File: src/rtl/reorder_buffer_pkg.sv
// Shared reorder-buffer definitions: entry layout, default sizing and the tag-width helper.
// Imported by the reorder buffer top and its CDB match sub-module.
package reorder_buffer_pkg;

    localparam int ROB_SIZE   = 8;
    localparam int ROB_DATA_W = 64;
    localparam int REG_ADDR_W = 5;
    localparam int PC_W       = 64;

    // Tags run 1..depth with 0 reserved for "no tag", so depth+1 codes are needed.
    function automatic int rob_tag_w(input int depth);
        return $clog2(depth + 1);
    endfunction

    // The result value is held in a separate array because its width is a per-instance parameter.
    typedef struct packed {
        logic                  valid;
        logic                  ready;
        logic [REG_ADDR_W-1:0] rd;
        logic                  regwr;
        logic [PC_W-1:0]       pc;
    } rob_entry_t;

endpackage

File: src/rtl/reorder_buffer_cdb_match.sv
// Compares one tag against every CDB writeback port.
// On a hit it returns the value, and the highest-numbered matching port wins.
module rob_cdb_match
    import reorder_buffer_pkg::*;
#(
    parameter int NUM_CDB = 2,
    parameter int TAG_W   = 4,
    parameter int DATA_W  = 64
) (
    input  logic [TAG_W-1:0]          tag,
    input  logic [NUM_CDB-1:0]        wb_valid,
    input  logic [NUM_CDB*TAG_W-1:0]  wb_tag,
    input  logic [NUM_CDB*DATA_W-1:0] wb_value,
    output logic                      hit,
    output logic [DATA_W-1:0]         value
);

    // Scan ports in ascending order so a later match overrides an earlier one.
    always_comb begin
        hit   = 1'b0;
        value = '0;
        for (int p = 0; p < NUM_CDB; p++) begin
            if (wb_valid[p] && (tag != '0) && (wb_tag[p*TAG_W +: TAG_W] == tag)) begin
                hit   = 1'b1;
                value = wb_value[p*DATA_W +: DATA_W];
            end else begin
                hit   = hit;
                value = value;
            end
        end
    end

endmodule

File: src/rtl/reorder_buffer.sv
// Circular, tag-addressed reorder buffer. Entries are allocated and retired in order,
// written back from several CDB ports, looked up with CDB forwarding, and rolled back on a mispredict.
module reorder_buffer
    import reorder_buffer_pkg::*;
#(
    parameter int DEPTH      = ROB_SIZE,
    parameter int DATA_W     = ROB_DATA_W,
    parameter int NUM_CDB    = 2,
    parameter int NUM_LOOKUP = 2,
    parameter int TAG_W      = rob_tag_w(DEPTH)
) (
    input  logic                         clk,
    input  logic                         reset,
    input  logic                         alloc_valid,
    output logic                         alloc_ready,
    output logic [TAG_W-1:0]             alloc_tag,
    input  logic [REG_ADDR_W-1:0]        alloc_rd,
    input  logic                         alloc_regwr,
    input  logic [PC_W-1:0]              alloc_pc,
    input  logic [NUM_CDB-1:0]           wb_valid,
    input  logic [NUM_CDB*TAG_W-1:0]     wb_tag,
    input  logic [NUM_CDB*DATA_W-1:0]    wb_value,
    input  logic [NUM_LOOKUP*TAG_W-1:0]  lookup_tag,
    output logic [NUM_LOOKUP-1:0]        lookup_ready,
    output logic [NUM_LOOKUP*DATA_W-1:0] lookup_value,
    input  logic                         flush_valid,
    input  logic [TAG_W-1:0]             flush_tag,
    output logic                         retire_valid,
    input  logic                         retire_ready,
    output logic [TAG_W-1:0]             retire_tag,
    output logic [REG_ADDR_W-1:0]        retire_rd,
    output logic                         retire_regwr,
    output logic [DATA_W-1:0]            retire_value,
    output logic [PC_W-1:0]              retire_pc,
    output logic [TAG_W-1:0]             count,
    output logic                         full,
    output logic                         empty
);

    localparam int IDX_W = $clog2(DEPTH);

    rob_entry_t          entry_r [DEPTH];
    logic [DATA_W-1:0]   value_r [DEPTH];
    logic [IDX_W-1:0]    head_r;
    logic [IDX_W-1:0]    tail_r;
    logic [TAG_W-1:0]    count_r;
    logic                full_r;
    logic                empty_r;

    logic [DEPTH-1:0]      ent_hit_s;
    logic [DATA_W-1:0]     ent_val_s [DEPTH];
    logic [NUM_LOOKUP-1:0] lk_hit_s;
    logic [DATA_W-1:0]     lk_val_s [NUM_LOOKUP];

    logic                alloc_fire_s;
    logic                retire_fire_s;
    logic                flush_ok_s;
    logic [IDX_W-1:0]    flush_idx_s;
    logic [IDX_W-1:0]    flush_age_s;
    logic [TAG_W-1:0]    count_next_s;

    function automatic logic [IDX_W-1:0] ptr_inc(input logic [IDX_W-1:0] ptr);
        if (ptr == IDX_W'(DEPTH - 1)) begin
            return '0;
        end else begin
            return ptr + IDX_W'(1);
        end
    endfunction

    // Distance from the head in program order. The arithmetic is modular, so DEPTH need not be a power of two.
    function automatic logic [IDX_W-1:0] age_of(input logic [IDX_W-1:0] idx, input logic [IDX_W-1:0] head);
        if (idx >= head) begin
            return idx - head;
        end else begin
            return idx + IDX_W'(DEPTH) - head;
        end
    endfunction

    for (genvar e = 0; e < DEPTH; e++) begin : g_entry_match
        rob_cdb_match #(.NUM_CDB(NUM_CDB), .TAG_W(TAG_W), .DATA_W(DATA_W)) u_match (
            .tag      (TAG_W'(e + 1)),
            .wb_valid (wb_valid),
            .wb_tag   (wb_tag),
            .wb_value (wb_value),
            .hit      (ent_hit_s[e]),
            .value    (ent_val_s[e])
        );
    end

    for (genvar p = 0; p < NUM_LOOKUP; p++) begin : g_lookup_match
        rob_cdb_match #(.NUM_CDB(NUM_CDB), .TAG_W(TAG_W), .DATA_W(DATA_W)) u_match (
            .tag      (lookup_tag[p*TAG_W +: TAG_W]),
            .wb_valid (wb_valid),
            .wb_tag   (wb_tag),
            .wb_value (wb_value),
            .hit      (lk_hit_s[p]),
            .value    (lk_val_s[p])
        );
    end

    assign alloc_ready = !full_r && !flush_valid;
    assign alloc_tag   = TAG_W'(tail_r) + TAG_W'(1);
    assign count       = count_r;
    assign full        = full_r;
    assign empty       = empty_r;

    // Head entry presented to the register-file write port, with no writeback bypass.
    always_comb begin
        retire_valid = entry_r[head_r].valid && entry_r[head_r].ready;
        if (entry_r[head_r].valid) begin
            retire_tag = TAG_W'(head_r) + TAG_W'(1);
        end else begin
            retire_tag = '0;
        end
        retire_rd    = entry_r[head_r].rd;
        retire_regwr = entry_r[head_r].regwr;
        retire_pc    = entry_r[head_r].pc;
        retire_value = value_r[head_r];
    end

    // Decode this cycle's allocate, retire and flush events, and compute the next occupancy.
    always_comb begin
        alloc_fire_s  = alloc_valid && alloc_ready;
        retire_fire_s = retire_valid && retire_ready;
        flush_idx_s   = IDX_W'(flush_tag - TAG_W'(1));
        if (flush_valid && (flush_tag != '0) && (flush_tag <= TAG_W'(DEPTH))) begin
            flush_ok_s = entry_r[flush_idx_s].valid;
        end else begin
            flush_ok_s = 1'b0;
        end
        flush_age_s = age_of(flush_idx_s, head_r);
        if (flush_ok_s) begin
            count_next_s = TAG_W'(flush_age_s) + TAG_W'(1) - TAG_W'(retire_fire_s);
        end else begin
            count_next_s = count_r + TAG_W'(alloc_fire_s) - TAG_W'(retire_fire_s);
        end
    end

    // Operand lookup: a same-cycle CDB hit is used first, then the stored ready value.
    always_comb begin
        logic [TAG_W-1:0] lk_tag;
        logic [IDX_W-1:0] lk_idx;
        lookup_ready = '0;
        lookup_value = '0;
        for (int p = 0; p < NUM_LOOKUP; p++) begin
            lk_tag = lookup_tag[p*TAG_W +: TAG_W];
            lk_idx = IDX_W'(lk_tag - TAG_W'(1));
            if ((lk_tag == '0) || (lk_tag > TAG_W'(DEPTH))) begin
                lookup_ready[p] = 1'b0;
            end else if (lk_hit_s[p]) begin
                lookup_ready[p]                  = 1'b1;
                lookup_value[p*DATA_W +: DATA_W] = lk_val_s[p];
            end else if (entry_r[lk_idx].valid && entry_r[lk_idx].ready) begin
                lookup_ready[p]                  = 1'b1;
                lookup_value[p*DATA_W +: DATA_W] = value_r[lk_idx];
            end else begin
                lookup_ready[p] = 1'b0;
            end
        end
    end

    // Head, tail and occupancy. The flush rollback takes priority over allocate on the tail.
    always_ff @(posedge clk or negedge reset) begin
        if (!reset) begin
            head_r  <= '0;
            tail_r  <= '0;
            count_r <= '0;
            full_r  <= 1'b0;
            empty_r <= 1'b1;
        end else begin
            if (flush_ok_s) begin
                tail_r <= ptr_inc(flush_idx_s);
            end else if (alloc_fire_s) begin
                tail_r <= ptr_inc(tail_r);
            end else begin
                tail_r <= tail_r;
            end
            if (retire_fire_s) begin
                head_r <= ptr_inc(head_r);
            end else begin
                head_r <= head_r;
            end
            count_r <= count_next_s;
            full_r  <= (count_next_s == TAG_W'(DEPTH));
            empty_r <= (count_next_s == '0);
        end
    end

    // Per-entry update. Squash and retire clear the slot and override any writeback in the same cycle.
    always_ff @(posedge clk or negedge reset) begin
        if (!reset) begin
            for (int e = 0; e < DEPTH; e++) begin
                entry_r[e] <= '0;
                value_r[e] <= '0;
            end
        end else begin
            for (int e = 0; e < DEPTH; e++) begin
                if (flush_ok_s && entry_r[e].valid && (age_of(IDX_W'(e), head_r) > flush_age_s)) begin
                    entry_r[e] <= '0;
                    value_r[e] <= '0;
                end else if (retire_fire_s && (IDX_W'(e) == head_r)) begin
                    entry_r[e] <= '0;
                    value_r[e] <= '0;
                end else if (alloc_fire_s && (IDX_W'(e) == tail_r)) begin
                    entry_r[e] <= '{valid: 1'b1, ready: 1'b0, rd: alloc_rd, regwr: alloc_regwr, pc: alloc_pc};
                    value_r[e] <= '0;
                end else if (ent_hit_s[e] && entry_r[e].valid) begin
                    entry_r[e].ready <= 1'b1;
                    value_r[e]       <= ent_val_s[e];
                end else begin
                    entry_r[e] <= entry_r[e];
                    value_r[e] <= value_r[e];
                end
            end
        end
    end

endmodule

File: config.mk
export PLATFORM = sky130hd
export DESIGN_NAME = reorder_buffer
export DESIGN_NICKNAME = d
export VERILOG_FILES = /design/src/rtl/reorder_buffer_pkg.sv /design/src/rtl/reorder_buffer_cdb_match.sv /design/src/rtl/reorder_buffer.sv
export SDC_FILE = /design/constraint.sdc
export NUM_CORES = 2
export LEC_CHECK = 0
export BUFFER_PORTS_ARGS = -buffer_cell sky130_fd_sc_hd__buf_2
export CAP_MARGIN = 10
export CORE_ASPECT_RATIO = 0.8
export CORE_MARGIN = 4
export CORE_UTILIZATION = 35
export CTS_CLUSTER_DIAMETER = 80
export DETAILED_ROUTE_END_ITERATION = 12
export GPL_ROUTABILITY_DRIVEN = 0
export GPL_TIMING_DRIVEN = 0
export HOLD_SLACK_MARGIN = 0.06
export PLACE_DENSITY = 0.62
export SYNTH_ARGS = -nofsm -noshare
export SYNTH_HDL_FRONTEND = slang
export SYNTH_SLANG_ARGS = --single-unit
export TNS_END_PERCENT = 5
File: constraint.sdc
create_clock -name clk -period 18.55 [get_ports clk]
set_input_delay 5.565 -clock clk [delete_from_list [all_inputs] [get_ports clk]]
set_output_delay 5.565 -clock clk [all_outputs]
set_load 0.01 [all_outputs]
==> results.sh <==
export IMPL_synthAdderAreaFrac_pct=0.7270
export IMPL_peakVddDrop_mv=0.1057
export IMPL_synth_top_family_by_area="multiplexers"
export IMPL_cpMostUsedCell="buf_2"
export IMPL_slew_viol_final=0
export IMPL_grt_overflow=0
export IMPL_path_cells="buf_2 > buf_2 > buf_1 > inv_1 > ha_1 > xor2_2 > mux4_2 > mux2i_1 > nand4b_1 > clkbuf_1 > o22ai_1 > buf_2"
export IMPL_worstMarginPinSlew_ns=1.333
export IMPL_synth_mux_area_share_pct=33.82
export IMPL_grt_antenna_before_repair=76
export IMPL_hold_buffers=0
export IMPL_slew_headroom_pct=11.13
export IMPL_synthCells=6480
export IMPL_fp_coreArea_mm2=0.1954
export IMPL_async_reset_ff_share_pct=100.0
export IMPL_status="completed"
export IMPL_die_area_mm2=0.2039
export IMPL_final_common_cell="nand2_1"
export IMPL_synth_area_per_cell_um2=10.62
export IMPL_hold_violations=0
export IMPL_clock_latency_ns=0.81
export IMPL_synth_largest_area_cell="dfrtp_1"
export IMPL_syn_area_mm2=0.06884
export IMPL_ys_top_cells_by_area="dfrtp_1 (40%), mux4_2 (17%), mux2i_1 (11%)"
export IMPL_via_per_inst=6.098
export IMPL_critPathSlowestCell="nand4b_1"
export IMPL_grt_pass1_wl_um=406100
export IMPL_cts_sinks=1100
export IMPL_ant_nets=0
export IMPL_grt_usage_pct=26.63
export IMPL_post_cts_setup_buffers=0
export IMPL_synth_edf_count=0
export IMPL_cts_path_max_buffers=3
export IMPL_crit_path_start_kind="input port"
export IMPL_cpPeakStageDelay_ns=0.84
export IMPL_setup_violations=0
export IMPL_port_buffers=298
export IMPL_path_buf_inv=6
export IMPL_final_net_count=7190
export IMPL_syn_nets=6743
export IMPL_cpLargestDelayFamily="buffers and inverters"
export IMPL_hp_class="flip-flop to flip-flop"
export IMPL_cp_end_kind="output port"
export IMPL_syn2layout_area_growth_pct=13.87
export IMPL_yosys_area_top_type_share_pct=39.95
export IMPL_clkTransAtPathRegs_ns=0.06
export IMPL_post_route_min_period_ns=17.52
export IMPL_synth_ff_type="dfrtp_1"
export IMPL_root_buffer="clkbuf_16"
export IMPL_h_tree_depth=3
export IMPL_grt_pass1_vias=58078
export IMPL_synth_compound_area_share_pct=9.057
export IMPL_grt_max_degree=153
export IMPL_rows=145
export IMPL_fin_crit_sh_pct=94.47
export IMPL_start_util_pct=35.23
export IMPL_die_x_um=503.8
export IMPL_cts_resized=0
export IMPL_first_pass_iters=6
export IMPL_cts_tree="built"
export IMPL_path_max_fanout=10
export IMPL_synth_distinct_cells=72
export IMPL_utilization_pct=40.12
export IMPL_power_leakage_uw=0.03705
export IMPL_worstPathArrival_ns=11.96
export IMPL_critPathKind="input port to output port"
export IMPL_cap_viol_max_count=0
export IMPL_wl_per_cell_um=29.05
export IMPL_ys_warn_count=0
export IMPL_synth_seq_area_share_pct=39.99
export IMPL_cts_made_buffers=121
export IMPL_drc=0
export IMPL_die_y_um=404.7
export IMPL_num_vias=58819
export IMPL_layout_common_cells="nand2_1 (1283), dfrtp_1 (1099), mux2i_1 (761), nor2_1 (562), mux4_2 (533)"
export IMPL_synth_xor_area_share_pct=0.3762
export IMPL_powerDensity_mw_per_mm2=151.5
export IMPL_skew_ns=0.08491
export IMPL_fmax_mhz=57.06
export IMPL_hpwl_um=197100
export IMPL_setup_tns_ns=0
export IMPL_first_iter_violations=7302
export IMPL_yosys_area_share_simple_pct=10.75
export IMPL_worstPathRequired_ns=12.98
export IMPL_rsz0062_at_grt="false"
export IMPL_ys_seq_elements=1100
export IMPL_fin_ws_ns=1.025
export IMPL_io_pins=505
export IMPL_drt_total_wl_um=280200
export IMPL_drive_above_1_share_pct=22.81
export IMPL_dp_worst_setup_slack_ns=1.609
[worst paths after layout]
kind                                from              end  slack [ns]  cells past startpoint
setup / recovery           lookup_tag[0]  lookup_value[3]        1.03                     12
setup reg to reg               head_r[2]     value_r[388]       13.43                     13
max in group asynchronous          reset     entry_r[462]       10.35                      6
hold reg to reg             entry_r[193]     entry_r[193]        0.50                      1
min in group asynchronous          reset     value_r[355]        4.70                      1
hold / removal              entry_r[193]     entry_r[193]        0.50                      1
[power breakdown]
group / total, uW / internal [uW] / switching, uW
clock: 2570 / 1450 / 1120
combinational: 5230 / 2290 / 2930
sequential: 4080 / 3320 / 760
total: 11900 / 7070 / 4810
[Yosys cell counts (15+ instances only)]
library cell / n
nand2_1: 1283
dfrtp_1: 1099
mux2i_1: 761
nor2_1: 563
mux4_2: 533
a21oi_1: 439
clkbuf_1: 376
mux2_2: 325
buf_1: 186
a22o_1: 140
a211oi_1: 130
o22ai_1: 123
buf_2: 109
buf_4: 87
a2111oi_0: 63
inv_1: 39
ha_1: 36
xnor2_1: 19
o21ai_0: 16
buf_6: 15
[through the flow]
| step | area, um2 | power, uW | std cells | hold WS (ns) |
|---|---|---|---|---|
| floorplan | 68840 | 7271 | 6480 | 0.4666 |
| global placement | 73550 | 9023 | 9350 | 0.4826 |
| detailed placement | 73990 | 9221 | 9370 | 0.4878 |
| CTS | 78140 | 11790 | 9589 | 0.5053 |
| global route | 78330 | 12450 | 9622 | 0.5110 |
| finish | 78380 | 11880 | 9645 | 0.5011 |
[state kept, by name (all words and copies together) (netlist names)]
register,flops
tail_r,3
value_r,512
count,4
empty,1
full,1
head_r,3
entry_r,576
[final cells by class]
class | count | area, um2
Multi-Input combinational cell | 4566 | 37690
Timing Repair Buffer | 324 | 2034
Clock buffer | 181 | 3545
Fill cell | 18770 | 117000
Inverter | 41 | 153.9
Clock inverter | 38 | 609.3
Tap cell | 2572 | 3218
Sequential cell | 1100 | 27530
Antenna cell | 50 | 125.1
Buffer | 773 | 3481
[cells by family after synthesis]
family / after synthesis
compound gates: 962
xor+xnor: 27
fa+ha+maj: 39
buf+inv: 814
flops: 1100
mux: 1619
simple gates: 1919
[metal layers]
metal | track usage [%] | share of wire, % | vias up
met5 | 0 | 0.026 | -
met4 | 14.03 | 5.5 | 14
met3 | 9.220 | 12 | 727
met2 | 39.43 | 44 | 3795
met1 | 34.39 | 38 | 30030
li1 | - | - | 24253
Power figures use the tool's default switching activity.
